`src/rtl/sr_latch_bank.sv`:
```
// sr_latch_bank: clocked bank of independent set/reset cells with conflict
// handling, optional edge-sensitive inputs, enable, clear and conflict stats.
//
// Ports:
//   clk, rst_n          clock, async active-low reset
//   s, r [CHANNELS]     per-channel set / reset requests
//   en, clr             update enable, synchronous clear (clr wins)
//   q, qbar [CHANNELS]  stored value and its complement
//   conflict [CHANNELS] registered per-channel conflict pulse
//   conflict_cnt [CNT_W] saturating count of edges with any conflict
//   changed             registered: some q bit changed at the last edge
module sr_latch_bank #(
   parameter int unsigned CHANNELS  = 8,
   parameter int unsigned PRIORITY  = 0,
   parameter int unsigned EDGE_MODE = 0,
   parameter int unsigned CNT_W     = 8
) (
   input  logic                clk,
   input  logic                rst_n,
   input  logic [CHANNELS-1:0] s,
   input  logic [CHANNELS-1:0] r,
   input  logic                en,
   input  logic                clr,
   output logic [CHANNELS-1:0] q,
   output logic [CHANNELS-1:0] qbar,
   output logic [CHANNELS-1:0] conflict,
   output logic [CNT_W-1:0]    conflict_cnt,
   output logic                changed
);

   logic [CHANNELS-1:0] q_q, q_d;
   logic [CHANNELS-1:0] s_dly_q, r_dly_q;
   logic [CHANNELS-1:0] conflict_q, conflict_d;
   logic [CNT_W-1:0]    cnt_q, cnt_d;
   logic                changed_q, changed_d;

   logic [CHANNELS-1:0] s_eff, r_eff;
   logic [CHANNELS-1:0] conf_val;
   logic [CHANNELS-1:0] q_upd;
   logic                upd;

   always_comb begin
      s_eff = s;
      r_eff = r;
      if (EDGE_MODE != 0) begin
         s_eff = s & ~s_dly_q;
         r_eff = r & ~r_dly_q;
      end

      // value a cell takes when both requests are active
      unique case (PRIORITY)
         0:       conf_val = '1;
         1:       conf_val = '0;
         2:       conf_val = q_q;
         default: conf_val = ~q_q;
      endcase

      q_upd = (q_q & ~s_eff & ~r_eff)
            | (s_eff & ~r_eff)
            | (s_eff & r_eff & conf_val);

      upd = en & ~clr;

      q_d = q_q;
      if (clr)
         q_d = '0;
      else if (en)
         q_d = q_upd;

      conflict_d = {CHANNELS{upd}} & s_eff & r_eff;

      cnt_d = cnt_q;
      if (clr)
         cnt_d = '0;
      else if (|conflict_d && cnt_q != {CNT_W{1'b1}})
         cnt_d = cnt_q + CNT_W'(1);

      changed_d = |(q_d ^ q_q);
   end

   // input history updates every edge, even when disabled or clearing,
   // so edges seen while en=0 are consumed and never replayed
   always_ff @(posedge clk or negedge rst_n) begin
      if (!rst_n) begin
         q_q        <= '0;
         s_dly_q    <= '0;
         r_dly_q    <= '0;
         conflict_q <= '0;
         cnt_q      <= '0;
         changed_q  <= 1'b0;
      end else begin
         q_q        <= q_d;
         s_dly_q    <= s;
         r_dly_q    <= r;
         conflict_q <= conflict_d;
         cnt_q      <= cnt_d;
         changed_q  <= changed_d;
      end
   end

   assign q            = q_q;
   assign qbar         = ~q_q;
   assign conflict     = conflict_q;
   assign conflict_cnt = cnt_q;
   assign changed      = changed_q;

endmodule

```
`config.mk`:
```
export PLATFORM = sky130hd
export DESIGN_NAME = sr_latch_bank
export DESIGN_NICKNAME = d
export VERILOG_FILES = /design/src/rtl/sr_latch_bank.sv
export SDC_FILE = /design/constraint.sdc
export NUM_CORES = 1
export LEC_CHECK = 0
export CAP_MARGIN = 10
export CORE_MARGIN = 2
export CORE_UTILIZATION = 40
export DETAILED_ROUTE_END_ITERATION = 10
export HOLD_SLACK_MARGIN = 0.05
export PLACE_DENSITY_LB_ADDON = 0.1
export SETUP_SLACK_MARGIN = 0.5
export SLEW_MARGIN = 10
export SYNTH_ARGS = -nofsm -noshare
export SYNTH_HDL_FRONTEND = slang
export SYNTH_SLANG_ARGS = --single-unit
```
`constraint.sdc`:
```
create_clock -name clk -period 3.9 [get_ports clk]
set_clock_uncertainty 0.15 [all_clocks]
set_input_delay 0.585 -clock clk [delete_from_list [all_inputs] [get_ports clk]]
set_output_delay 0.585 -clock clk [all_outputs]
set_load 0.005 [all_outputs]
```
## Word-level counts from Yosys, hierarchy flattened

Index checks and enable logic that the tools add are counted.

| storage, ports and cells | value |
|---|---|
| register bits after elaboration | 25 |
| input bits | 20 |
| output and inout port bits | 33 |

| cells by class | value |
|---|---|
| add/sub/neg operators | 1 |
| equality and inequality tests | 1 |
| mux-type cells | 4 |
| bitwise gates (word level) | 14 |
| reductions and logical operators | 4 |

Operators with widths:

| cell | number |
|---|---|
| AND 8 bit | 6 |
| two-way mux 8 bit | 4 |
| inverter 8 bit | 3 |
| bitwise OR 8 bit | 2 |
| OR reduction 8 bit | 2 |
| adder 8 x 1 -> 8 bit, second input constant | 1 |
| != test 8 bit, second input constant | 1 |
| XOR 8 bit | 1 |
| nonzero test 2 bit | 1 |
| AND 1 bit | 1 |
| logical AND 1 bit | 1 |
| inverter 1 bit | 1 |

## Logic depth before layout (Yosys ltp)

| logic depth | value |
|---|---|
| depth in word-level cells | 9 |
| depth in mapped cells | 6 |

## Worst setup path after synthesis

No wires, ideal clock.

| timing | value |
|---|---|
| kind | input port to flip-flop |
| from | in r[3] |
| to | reg cnt_q[7], in the netlist conflict_cnt[7] |
| library setup time | 0.120 ns |
| arrival time | 1.579 ns |
| required time | 3.630 ns |
| slack | 2.052 ns |
| stages on the path | 5 |
| path buffers | 1 |
| cell sequence | a22oi_1 > and4_4 > buf_6 > or4b_1 > and3_1 |

| on the way | value |
|---|---|
| word-level cells in the longest chain between the ends | 4 |

Ends and longest elaborated chain:

| what | RTL line | text |
|---|---|---|
| from (decl) | 21 | `input logic [CHANNELS-1:0] r,` |
| AND 8 bit | 70 | `conflict_d = {CHANNELS{upd}} & s_eff & r_eff;` |
| OR reduction 8 bit | 75 | `else if (\|conflict_d && cnt_q != {CNT_W{1'b1}})` |
| logical AND 1 bit | 75 |  |
| nonzero test 2 bit (no source line) | -- |  |
| to (signal assigned) | 96 | `cnt_q <= cnt_d;` |
| to (decl) | 34 | `logic [CNT_W-1:0] cnt_q, cnt_d;` |

No other way between the ends.
A chain may end at the register's enable or synchronous reset.

## Worst setup path in the final report

| timing | value |
|---|---|
| from | in en |
| to | reg cnt_q[7], in the netlist conflict_cnt[7] |

| on the way | value |
|---|---|
| word-level cells in the longest chain between the ends | 6 |

Ends and longest elaborated chain:

| what | RTL line | text |
|---|---|---|
| from (decl) | 22 | `input logic en,` |
| AND 1 bit | 62 | `upd = en & ~clr;` |
| AND 8 bit (2 in a row) | 70 |  |
| OR reduction 8 bit | 75 |  |
| logical AND 1 bit | 75 |  |
| nonzero test 2 bit (no source line) | -- |  |

No other way between the ends.

==> flow_summary.ini <==
[outcome]
outcome = completed

[global_route]
antenna_found_initial = 0
grt_pass1_wl_microns = 5690
grt_util_all_layers_pct = 20.2
grt_pass1_vias = 1227
grt_start_max_net_pins = 26
grt_overflow = 0

[timing]
rsz0062_at_grt = no
tightest_slew_ns = 0.553
fmax_mhz = 435
slew_violations = 0
tns_ns = 0
relSlewSlack_pct = 63.2
min_period_over_period_pct = 59.0
hold_viol_final = 0
setup_viol = 0
post-route-min-period_ns = 2.30
fin_ws_ns = 1.60

[synthesis]
netlist_instances = 135
synthArstFlopShare_pct = 100
ys_types = 34
synthFlopType = dfrtp_1
ys_ff_latch = 25
synth_top_area_cell = dfrtp_1
syn-num-nets = 156
yosysSeqAreaShare_pct = 48.0
yosys-top-cells-area = dfrtp_1 (48%), a22oi_1 (9.2%), and3_1 (5.8%)
synth_area_sq_mm = 0.00130
synth_edf_count = 0
yosysTopAreaCellShare_pct = 48.0
avgSynthCellArea_sq_um = 9.65
ys_warn_count = 0

[clock_network]
cts_made_buffers = 3
htreeDepth = 1
cts_setup_buffers = 0
clock-sinks = 25
cts_tree = yes
holdBufCountCts = 0
cts.repair.resized = 0
cts_buffer_depth = 2
cts.clk_slew.worst_paths_ns = 0.14
cts-root-buf = clkbuf_4
worstSkewPairLatency_ns = 0.32

[pwr]
internal_power_w = 0.000370
seqPwrFrac_pct = 54.6
pwr-share-comb_pct = 21.7
clockPowerShare_pct = 23.7
cellPowerDensity_mw_per_mm2 = 268
switchingPower_w = 0.000139
switching_share_pct = 27.3
max-vdd-ir-drop_v = 0.000170
p_leak_nw = 0.828

[placement]
dp_slack_ns = 1.25
dp_hpwl_microns = 2600
gp_congestion = 0.831
port_buffers = 52
post-place-cells = 228

[routing]
drc = 0
drtAntennaViolNets = 0
wl_microns = 3480
firstDrtPassIters = 4
drtIter0Drc = 53
dr_total_vias = 1304
vias_per_cell = 5.62
wire_per_inst_microns = 15.0

[setup_path]
worst-setup-path-type = in -> reg
cp_max_fo = 21
cp.required_ns = 3.98
worstSetupStartpointType = input pin
cp.arrival_ns = 2.38
critPathCaptureType = flip-flop

[cells_and_area]
final_cells = 232
drive_gt1_share_pct = 5.85
syn_to_final_growth_pct = 45.4
fin_nets = 210
antenna_cells = 0

[floorplanning]
die_y_microns = 61.1
initial_utilization_pct = 42.3
die-area_sq_mm = 0.00373
coreArea_sq_mm = 0.00308
ioPinCount = 53
rows = 20
dieWidth_microns = 61.1

[run]
cap_violations = 0

[hold_path]
hold_path.class = in -> async
==> power by group through the flow <==
stage               Sequential, W  Combinational (W)  Clock, W
floorplan                0.000282          0.0000388         0
global placement         0.000282           0.000110         0
detailed placement       0.000282           0.000111         0
CTS                      0.000278           0.000112  0.000127
global route             0.000279           0.000122  0.000134
finish                   0.000278           0.000110  0.000120
==> cells by family after synthesis <==
group / Yosys count / share of synthesized area, %
flops: 25 / 48.0
fa+ha+maj: 1 / 0.960
mux: 1 / 0.864
compound gates: 37 / 21.1
simple gates: 56 / 24.0
buf+inv: 15 / 4.99
==> worst max-delay path: stages <==
cell and delay, ns:
clkdlybuf4s50_1 0.46, buf_4 0.22, nor2b_1 0.20, buf_4 0.20, nand3_1 0.09, or4b_1 0.45, and3_1 0.17
==> final cells by class <==
type / instances / area (sq um)
tap: 44 / 55.1
sequential: 25 / 626
clock buffer: 3 / 22.5
timing repair buffer: 55 / 538
multi-input combinational: 95 / 612
inverter: 9 / 33.8
fill: 278 / 1180
clock inverter: 1 / 7.51
==> cells in the final DEF, fill, tap and decap left out, types with 3 or more instances in the layout <==
master / n
clkdlybuf4s50_1: 51
buf_4: 3
a22oi_1: 16
nand4_1: 5
o21ai_0: 6
nand3b_1: 4
dfrtp_1: 25
and3_1: 12
nor2_1: 9
nand2_1: 13
clkbuf_4: 3
inv_1: 9
==> metal layers <==
metal | global-route usage [%] | share of wire, %
met3 | 3.99 | 7.1
met5 | 0 | 0
met1 | 29.7 | 47
met4 | 7.76 | 0.63
met2 | 29.3 | 45
==> Yosys cell counts (4+ instances only) <==
cell type / instances
and3_1: 12
o21ai_0: 6
a22oi_1: 16
nor2_1: 9
inv_1: 9
nand4_1: 5
nand2_1: 13
dfrtp_1: 25
clkbuf_1: 4
nand3b_1: 4
==> registers in the layout, indices dropped and copies added, names as in the netlist <==
signal / count
conflict: 8
conflict_cnt: 8
q: 8
changed: 1
==> stage by stage <==
step	power, W	area, sq um	hold slack [ns]	utilization, %
finish	0.000508	1890	0.0766	61.5
global route	0.000535	1890	0.0968	61.5
CTS	0.000516	1900	0.427	61.7
detailed placement	0.000393	1870	0.407	60.7
global placement	0.000392	1870	0.403	60.7
floorplan	0.000321	1300	0.139	-
==> worst paths after layout <==
check | startpoint | endpoint | slack [ns] | cells after the start
setup / recovery | en | conflict_cnt[7]$_DFFE_PN0P_ | 1.60 | 7
max in group asynchronous | rst_n | q[1]$_DFF_PN0_ | 3.16 | 1
hold / removal | rst_n | conflict[0]$_DFF_PN0_ | 0.08 | 1
setup reg to reg | conflict_cnt[3]$_DFFE_PN0P_ | conflict_cnt[7]$_DFFE_PN0P_ | 2.17 | 4
min in group clk | conflict_cnt[4]$_DFFE_PN0P_ | conflict_cnt[4]$_DFFE_PN0P_ | 0.43 | 1
hold reg to reg | conflict_cnt[4]$_DFFE_PN0P_ | conflict_cnt[4]$_DFFE_PN0P_ | 0.43 | 1
(Power assumes the default switching activity.)
